### config.mk
export PLATFORM = sky130hd
export DESIGN_NAME = barret_2137_arbiter_flat
export DESIGN_NICKNAME = d
export VERILOG_FILES = /design/src/rtl/barret_2137_arbiter_if.sv /design/src/rtl/barret_2137_arbiter.sv /design/src/flat_wrapper.sv
export SDC_FILE = /design/constraint.sdc
export NUM_CORES = 1
export LEC_CHECK = 0
export ABC_CLOCK_PERIOD_IN_PS = 13000
export BUFFER_PORTS_ARGS = -buffer_cell sky130_fd_sc_hd__buf_2
export CAP_MARGIN = 0
export CORE_ASPECT_RATIO = 0.5
export CORE_MARGIN = 2
export CORE_UTILIZATION = 45
export CTS_CLUSTER_SIZE = 20
export DETAILED_ROUTE_END_ITERATION = 16
export PLACE_DENSITY = 0.63
export SETUP_SLACK_MARGIN = 0.15
export SLEW_MARGIN = 10
export SYNTH_ARGS = -nofsm -noshare
export SYNTH_HDL_FRONTEND = slang
export SYNTH_SLANG_ARGS = --single-unit
### constraint.sdc
create_clock -name clk -period 13 [get_ports clk]
set_input_delay 0.65 -clock clk [delete_from_list [all_inputs] [get_ports clk]]
set_output_delay 0.65 -clock clk [all_outputs]
set_load 0.005 [all_outputs]
### src/rtl/barret_2137_arbiter_if.sv
// Request/response bundle for the shared mod-2137 reducer.
// The slave side is the arbiter; the master side is its environment.
interface barret_2137_arbiter_if #(
  parameter int NUM_REQ = 4,
  parameter int ID_W    = 2
);
  logic [NUM_REQ-1:0]    req_valid;
  logic [NUM_REQ*23-1:0] req_data;
  logic [NUM_REQ-1:0]    req_ready;
  logic                  rsp_valid;
  logic [ID_W-1:0]       rsp_id;
  logic [11:0]           rsp_data;
  logic                  rsp_ready;
  logic                  busy;

  modport master (
    output req_valid,
    output req_data,
    output rsp_ready,
    input  req_ready,
    input  rsp_valid,
    input  rsp_id,
    input  rsp_data,
    input  busy
  );

  modport slave (
    input  req_valid,
    input  req_data,
    input  rsp_ready,
    output req_ready,
    output rsp_valid,
    output rsp_id,
    output rsp_data,
    output busy
  );
endinterface

### src/rtl/barret_2137_arbiter.sv
// Round-robin arbiter in front of a 2-stage Barrett reducer, mod 2137.
// One grant per cycle; tagged results leave in acceptance order.
module barret_2137_arbiter #(
  parameter int NUM_REQ = 4,
  parameter int ID_W    = 2,
  parameter int Q       = 2137,
  parameter int MU      = 7850
) (
  input  logic                 clk,
  input  logic                 rst,
  barret_2137_arbiter_if.slave bus
);

  localparam int SW = ID_W + 1;

  logic [ID_W-1:0] ptr_q, ptr_d;

  logic            s1_valid_q, s1_valid_d;
  logic [22:0]     s1_x_q, s1_x_d;
  logic [11:0]     s1_q3_q, s1_q3_d;
  logic [ID_W-1:0] s1_id_q, s1_id_d;

  logic            rsp_valid_q, rsp_valid_d;
  logic [ID_W-1:0] rsp_id_q, rsp_id_d;
  logic [11:0]     rsp_data_q, rsp_data_d;

  logic            adv;
  logic            accept;
  logic            gnt_found;
  logic [ID_W-1:0] gnt_id;
  logic [22:0]     gnt_data;
  logic [SW-1:0]   sum;

  logic [11:0]     q1;
  logic [24:0]     q2;
  logic [11:0]     q3;
  logic [23:0]     q3q;
  logic [12:0]     r;
  logic [12:0]     r_sub;
  logic [11:0]     red;

  // Whole pipeline moves only when the output slot is free or leaving.
  always_comb begin
    adv    = !rsp_valid_q || bus.rsp_ready;
    accept = adv && !rst && gnt_found;
  end

  // Rotating first-valid search starting at the pointer.
  always_comb begin
    gnt_found = 1'b0;
    gnt_id    = '0;
    sum       = '0;
    for (int k = 0; k < NUM_REQ; k++) begin
      sum = {1'b0, ptr_q} + SW'(k);
      if (sum >= SW'(NUM_REQ))
        sum = sum - SW'(NUM_REQ);
      if (!gnt_found && bus.req_valid[sum[ID_W-1:0]]) begin
        gnt_found = 1'b1;
        gnt_id    = sum[ID_W-1:0];
      end
    end
  end

  // Operand mux for the granted requester.
  always_comb begin
    gnt_data = '0;
    for (int k = 0; k < NUM_REQ; k++) begin
      if (gnt_id == ID_W'(k))
        gnt_data = bus.req_data[23*k +: 23];
    end
  end

  // One-hot ready for the winner, and pointer moves past it.
  always_comb begin
    bus.req_ready = '0;
    ptr_d         = ptr_q;
    if (accept) begin
      bus.req_ready = NUM_REQ'(1) << gnt_id;
      if (gnt_id == ID_W'(NUM_REQ - 1))
        ptr_d = '0;
      else
        ptr_d = gnt_id + 1'b1;
    end
  end

  // Quotient estimate: (x>>11)*MU>>13, product kept untruncated.
  always_comb begin
    q1 = gnt_data[22:11];
    q2 = {13'b0, q1} * 25'(MU);
    q3 = q2[24:13];
  end

  // Stage 1 capture; bubbles in when advancing without a grant.
  always_comb begin
    s1_valid_d = s1_valid_q;
    s1_x_d     = s1_x_q;
    s1_q3_d    = s1_q3_q;
    s1_id_d    = s1_id_q;
    if (adv) begin
      s1_valid_d = accept;
      if (accept) begin
        s1_x_d  = gnt_data;
        s1_q3_d = q3;
        s1_id_d = gnt_id;
      end
    end
  end

  // Remainder in 13 bits, then at most two conditional subtracts.
  always_comb begin
    q3q   = {12'b0, s1_q3_q} * 24'(Q);
    r     = s1_x_q[12:0] - q3q[12:0];
    r_sub = r;
    if (r >= 13'(2 * Q))
      r_sub = r - 13'(2 * Q);
    else if (r >= 13'(Q))
      r_sub = r - 13'(Q);
    red = r_sub[11:0];
  end

  // Output register; payload only reloads behind a valid stage 1.
  always_comb begin
    rsp_valid_d = rsp_valid_q;
    rsp_id_d    = rsp_id_q;
    rsp_data_d  = rsp_data_q;
    if (adv) begin
      rsp_valid_d = s1_valid_q;
      if (s1_valid_q) begin
        rsp_id_d   = s1_id_q;
        rsp_data_d = red;
      end
    end
  end

  // State registers with synchronous reset.
  always_ff @(posedge clk) begin
    if (rst) begin
      ptr_q       <= '0;
      s1_valid_q  <= 1'b0;
      s1_x_q      <= '0;
      s1_q3_q     <= '0;
      s1_id_q     <= '0;
      rsp_valid_q <= 1'b0;
      rsp_id_q    <= '0;
      rsp_data_q  <= '0;
    end else begin
      ptr_q       <= ptr_d;
      s1_valid_q  <= s1_valid_d;
      s1_x_q      <= s1_x_d;
      s1_q3_q     <= s1_q3_d;
      s1_id_q     <= s1_id_d;
      rsp_valid_q <= rsp_valid_d;
      rsp_id_q    <= rsp_id_d;
      rsp_data_q  <= rsp_data_d;
    end
  end

  // Drive response port and occupancy flag.
  always_comb begin
    bus.rsp_valid = rsp_valid_q;
    bus.rsp_id    = rsp_id_q;
    bus.rsp_data  = rsp_data_q;
    bus.busy      = s1_valid_q | rsp_valid_q;
  end

endmodule

### src/flat_wrapper.sv
// flat-port wrapper written by rule: the top's interface ports become plain ports
module barret_2137_arbiter_flat 
#(
  parameter int NUM_REQ = 4,
  parameter int ID_W    = 2,
  parameter int Q       = 2137,
  parameter int MU      = 7850
)
  (clk, rst, bus_req_valid, bus_req_data, bus_rsp_ready, bus_req_ready, bus_rsp_valid, bus_rsp_id, bus_rsp_data, bus_busy);
  barret_2137_arbiter_if #(.NUM_REQ(NUM_REQ), .ID_W(ID_W)) bus_i ();
  input  logic clk;
  input  logic rst;
  input wire logic [$bits(bus_i.req_valid)-1:0] bus_req_valid;
  input wire logic [$bits(bus_i.req_data)-1:0] bus_req_data;
  input wire logic [$bits(bus_i.rsp_ready)-1:0] bus_rsp_ready;
  output wire logic [$bits(bus_i.req_ready)-1:0] bus_req_ready;
  output wire logic [$bits(bus_i.rsp_valid)-1:0] bus_rsp_valid;
  output wire logic [$bits(bus_i.rsp_id)-1:0] bus_rsp_id;
  output wire logic [$bits(bus_i.rsp_data)-1:0] bus_rsp_data;
  output wire logic [$bits(bus_i.busy)-1:0] bus_busy;
  assign bus_i.req_valid = bus_req_valid;
  assign bus_i.req_data = bus_req_data;
  assign bus_i.rsp_ready = bus_rsp_ready;
  assign bus_req_ready = bus_i.req_ready;
  assign bus_rsp_valid = bus_i.rsp_valid;
  assign bus_rsp_id = bus_i.rsp_id;
  assign bus_rsp_data = bus_i.rsp_data;
  assign bus_busy = bus_i.busy;
  barret_2137_arbiter #(.NUM_REQ(NUM_REQ), .ID_W(ID_W), .Q(Q), .MU(MU)) u_core (.clk(clk), .rst(rst), .bus(bus_i));
endmodule
==> reports/metrics.csv, run 1 <==
metric,value,unit
status,completed,
"Seq/Total Area, Yosys",0.118,
row count,33,
total number of vias,6454,
layout cell share with drive strength beyond 1,0.159,
hold slack,455,ps
Max Cap Viol,0,
Final TNS setup,0,ps
core area,0.0165,mm²
"flops & latches, synth",45,
Worst setup SP type,flop,
TritonCTS clock tree,yes,
vias in the first global route,6001,
Final Hold Vio Count,0,
fill cell count,1604,
Main synth FF type,dfxtp_1,
Cells after Synth,907,
num ports,119,
Min-Delay Path Class,reg -> reg,
worst r2r path cells,26,
"Core Util, Final",0.520,
Synth top area share,0.225,
top sig layer,met4,
Synth area leader,ha_1,
CP Capture Type,flop,
Setup WS pre-CTS,4340,ps
syn_nets,1217,
Routed Antenna Nets,0,
"Setup Fix Bufs, Post-CTS",0,
antenna cells,0,
final WL,18.0,mm
P&R area growth vs syn,12.1,%
"Hold-fix buffers, CTS",0,
CTS Buf Count,5,
Sink Count,45,
post_cts resized,0,
drt pass-1 iters,7,
Starting Density,0.463,
"Slowest-stage cell, CP",ha_1,
1st-iter DRT viols,344,
"Req. time, crit path",13200,ps
worst skew pair latency,280,ps
Period minus WS final,8470,ps
largest net degree at the start of global routing,38,
Max Fclk,118,MHz
XOR/XNOR share of the synthesized area,0.0516,
die footprint,0.0181,mm²
RSZ-0062 raised after global routing,false,
worst-path maximum fanout,36,
Slew Limit Headroom,0.250,
root buf cell,clkbuf_16,
fin worst setup slack,4530,ps
routed len/inst,14.7,µm
Yosys warnings,0,
hold path cells,2,
Post-synth EDFFs,0,
Clock Skews,3.52,ps
port bufs,118,
final setup violation count,0,
"Reg clk slew, reported paths",60,ps
Synth Area in Simple Gates,0.136,
area fraction in compound gates after synthesis,0.181,
CTS Buffer Depth,2,
die width,188,µm
Vias/cell,5.25,
largest family of logic cells by synthesized area,adder cells,
CTS HTree Levels,2,
Syn Area/Cell,8.41,µm²
Worst path max stage delay,1030,ps
antenna violations before repair,0,
DP HPWL,15.4,mm
CP Data Arrival Time,8670,ps
Synth cell types,71,
Nets,1312,
adder-cell area share of the yosys netlist,0.419,
GP Congestion,0.895,
post-synthesis mux area share,0.00525,
worst-margin pin slew,1120,ps
met2 routed WL,8.83,mm
met3 wire length,392,µm
Die H,96.1,µm
Crit Path Class,reg -> reg,
remaining global-route overflow,0,
Mapped Area,0.00763,mm²
final worst path period share,0.651,
Pins Over Slew Limit,0,
crit-path most repeated cell,fa_1,
# DRC,0,
global-route wire length before repair,28.5,mm
M1 wire length,8.62,mm
top area cells in the synthesized netlist,"ha_1 22%, fa_1 19%, dfxtp_1 12%",
All-Layer GR Usage,0.195,
asr flop ratio synth,0,
cells in the final DEF (no fill, tap or decap), types with 5 or more instances in the layout:
cell type	synthesis	final
a211oi_1	29	29
xor2_1	15	15
nand2b_1	5	5
a22oi_1	14	14
ha_1	137	137
clkbuf_16	0	5
inv_1	138	138
dfxtp_1	45	45
o211ai_1	7	7
buf_2	3	118
xnor2_1	25	25
nor2_1	86	86
o21ai_0	25	25
nand3_1	14	14
nand2_1	68	68
fa_1	74	74
buf_4	0	5
a21oi_1	84	84
and3_1	7	7
a31oi_1	5	5
or2_2	6	6
and2_1	7	7
synth_stat cells, drive strengths merged (16+ instances only):
cell	n
o21ai	31
xor2	16
fa	74
a211oi	30
inv	138
a21oi	87
xnor2	26
ha	137
nor2	86
nand2	68
dfxtp	45
clkbuf	24
metal layers:
| layer | global-route usage | up-vias |
|---|---|---|
| li1 | - | 3245 |
| met1 | 0.264 | 3094 |
| met2 | 0.346 | 100 |
| met3 | 0.0171 | 15 |
| met4 | 0.0374 | 0 |
| met5 | 0 | - |
metrics by stage:
| step | cell area [µm²] | std cells |
|---|---|---|
| 6_report | 8560 | 1230 |
| 3_3_place_gp | 8390 | 1222 |
| 5_1_grt | 8560 | 1230 |
| 2_1_floorplan | 7630 | 907 |
| 3_5_place_dp | 8390 | 1222 |
| 4_1_cts | 8560 | 1230 |
kinds of logic (layout without fill, tap and decap cells):
kind of cell,count (synthesis),count (layout)
muxes,4,4
and+or+nand+nor,226,226
DFF,45,45
xor gates and xnor gates,42,42
buffers and inverters,173,269
AOI/OAI and AO/OA,206,206
adders and majority gates,211,211
worst max-delay path, delay by kind of cell, from the launching register on:
| family | cells | cell delay [ps] |
|---|---|---|
| adder cells (fa/ha/maj) | 7 | 4030 |
| buffers and inverters | 3 | 160 |
| flip-flops | 1 | 440 |
| AO/OA/AOI/OAI | 8 | 2410 |
| XOR/XNOR | 1 | 80 |
| AND/OR/NAND/NOR | 6 | 1040 |
| multiplexers | 1 | 210 |
registers in the layout, indices dropped and copies added (netlist names):
register and flops:
u_core.bus.rsp_id 2, u_core.s1_x_q 13, u_core.s1_q3_q 12, u_core.bus.rsp_data 12, u_core.s1_valid_q 1, u_core.bus.rsp_valid 1, u_core.s1_id_q 2, u_core.ptr_q 2
path summary, 6_finish.rpt:
kind                            slack, ps                   end              start
worst max-delay path                 4530    u_core.s1_q3_q[11]    u_core.ptr_q[1]
worst min-delay path                  450  u_core.bus.rsp_id[1]  u_core.s1_id_q[1]
worst max register to register       4530    u_core.s1_q3_q[11]    u_core.ptr_q[1]
worst min register to register        450  u_core.bus.rsp_id[1]  u_core.s1_id_q[1]
cell type report:
| cell class | instances | area, µm² | share of cell area |
|---|---|---|---|
| clock buffers | 7 | 143 | 0.0167 |
| clock inverters | 1 | 30.0 | 0.00351 |
| inverters | 138 | 518 | 0.0605 |
| multi-input cells | 689 | 6060 | 0.707 |
| flip-flops and latches | 45 | 901 | 0.105 |
| well taps | 227 | 284 | 0.0332 |
| repair buffers | 123 | 628 | 0.0734 |
Power of run 1 is left out: the tool's default activity adds up to more than one toggle a clock period on the data nets, which glitch-free logic cannot reach.
==> inputs of run 2 (changes only) <==
- ABC_CLOCK_PERIOD_IN_PS: 13000 -> 8590
- clock period: 13 -> 8.59 ns (I/O delays scaled with it)
==> reports/metrics.csv, run 2 (synthesis results as in run 1) <==
metric,value,unit,change
Final TNS setup,0,ps,unchanged
TritonCTS clock tree,yes,,
root buf cell,clkbuf_16,,
CTS Buffer Depth,2,,unchanged
CP Data Arrival Time,7950,ps,-720 ps
Worst setup SP type,flop,,
CP Capture Type,flop,,
HP Start,bus_rsp_ready,,
row count,33,,unchanged
1st-iter DRT viols,364,,+5.8%
RSZ-0062 raised after global routing,false,,
Final Hold Vio Count,0,,unchanged
# DRC,0,,unchanged
most frequent cells in the layout,"138 x inv_1, 137 x ha_1, 118 x buf_2, 86 x nor2_1, 84 x a21oi_1",,
status,completed,,
P&R area growth vs syn,12.7,%,
GP Congestion,0.912,,+2.0%
port bufs,118,,unchanged
final setup violation count,0,,unchanged
final worst path period share,0.901,,+0.250
hold path cells,4,,+2
reg2reg start,u_core.ptr_q[1],,
antenna violations before repair,0,,unchanged
"Req. time, crit path",8800,ps,-4400 ps
worst r2r path cells,27,,+3.8%
total number of vias,6490,,+0.56%
Clock Skews,6.65,ps,+3.13 ps
CTS Buf Count,5,,unchanged
core area,0.0165,mm²,unchanged
worst-path maximum fanout,13,,-64%
Worst path max stage delay,540,ps,-490 ps
DP HPWL,15.5,mm,+1.1%
Max Cap Viol,0,,unchanged
"Slowest-stage cell, CP",fa_1,,
routed len/inst,14.9,µm,+1.7%
Period minus WS final,7740,ps,-724 ps
Starting Density,0.463,,unchanged
Max Fclk,129,MHz,+9.3%
remaining global-route overflow,0,,unchanged
Sink Count,45,,unchanged
CTS HTree Levels,2,,unchanged
fill cell count,1646,,+2.6%
num ports,119,,unchanged
layout cell share with drive strength beyond 1,0.162,,+0.00366
crit-path most repeated cell,fa_1,,
antenna cells,0,,unchanged
crit-path leading delay family,adder cells,,
reg2reg setup slack,850,ps,-3690 ps
Die H,96.1,µm,unchanged
reg2reg end,u_core.s1_q3_q[11],,
global-route wire length before repair,28.9,mm,+1.6%
Routed Antenna Nets,0,,unchanged
Slew Limit Headroom,0.339,,+0.0888
All-Layer GR Usage,0.198,,+0.00304
Pins Over Slew Limit,0,,unchanged
Vias/cell,5.27,,+0.39%
largest net degree at the start of global routing,38,,unchanged
Hold Crit Endpoint,u_core.s1_valid_q,,
"Setup Fix Bufs, Post-CTS",0,,unchanged
vias in the first global route,6049,,+0.80%
drt pass-1 iters,5,,-2
die width,188,µm,unchanged
Min-Delay Path Class,in -> reg,,
CP bufs+invs,4,,+1
Nets,1314,,+0.15%
die footprint,0.0181,mm²,unchanged
"most common cell after layout, fill and taps aside",inv_1,,
Crit Path Class,reg -> reg,,
Top reg by flops,u_core.s1_x_q,,
final WL,18.4,mm,+1.9%
"Reg clk slew, reported paths",70,ps,about the same
worst-margin pin slew,981,ps,-144 ps
Largest register FFs,13,,unchanged
worst skew pair latency,290,ps,about the same
-- run 2: cell count changes in the layout (fill, tap and decap cells not counted), sizes merged --
cell,previous run,this run
buf,123,125
bufinv,1,2
clkbuf,7,5
clkinv,0,1
-- run 2: worst max path at each step --
stage	slack, ps	endpoint	start	cells after the start
final	850	u_core.s1_q3_q[11]	u_core.ptr_q[1]	27
after global routing	320	u_core.s1_q3_q[11]	u_core.ptr_q[1]	27
after CTS	680	u_core.s1_q3_q[11]	u_core.ptr_q[1]	27
after detailed placement	620	u_core.s1_q3_q[11]	bus_req_valid[0]	28
after global placement	860	u_core.s1_q3_q[11]	bus_req_valid[0]	28
after floorplan	1600	u_core.s1_q3_q[11]	u_core.ptr_q[1]	28
-- run 2: area by class of cell --
| type | count | area, µm² | share of cell area |
|---|---|---|---|
| inverters | 138 | 518 | 0.0602 |
| clock inverters | 3 | 65.1 | 0.00757 |
| well taps | 227 | 284 | 0.0330 |
| clock buffers | 5 | 125 | 0.0146 |
| multi-input cells | 689 | 6060 | 0.705 |
| repair buffers | 125 | 643 | 0.0748 |
| flip-flops and latches | 45 | 901 | 0.105 |
-- run 2: worst min-delay path: cells and delay by family --
| family | cells | cell delay (ps) |
|---|---|---|
| and+or+nand+nor | 2 | 120 |
| buffers and inverters | 1 | 90 |
| AOI/OAI and AO/OA | 1 | 50 |
-- run 2: timing repair --
item,CTS,global route
resized for setup,0,1
setup endpoints to repair,0,1
hold buffers,0,0
-- run 2: per-stage QoR --
step | hold WS (ps) | instances | instance area, µm² | setup slack [ps] | utilization
3_3_place_gp | 441 | 1224 | 8400 | 864 | 0.510
6_report | 454 | 1232 | 8600 | 846 | 0.522
4_1_cts | 453 | 1232 | 8590 | 681 | 0.522
5_1_grt | 473 | 1232 | 8600 | 324 | 0.522
2_1_floorplan | 432 | 907 | 7630 | 1600 | -
3_5_place_dp | 450 | 1224 | 8400 | 624 | 0.510
-- run 2: layer usage --
metal	vias up	part of all wire	GRT usage	wire length (µm)
li1	3259	-	-	-
met5	-	0	0	0
met3	30	0.031	0.0171	562
met2	139	0.48	0.351	8760
met1	3062	0.47	0.262	8670
met4	0	0.021	0.0545	386
Power of run 2 is left out for the same reason.
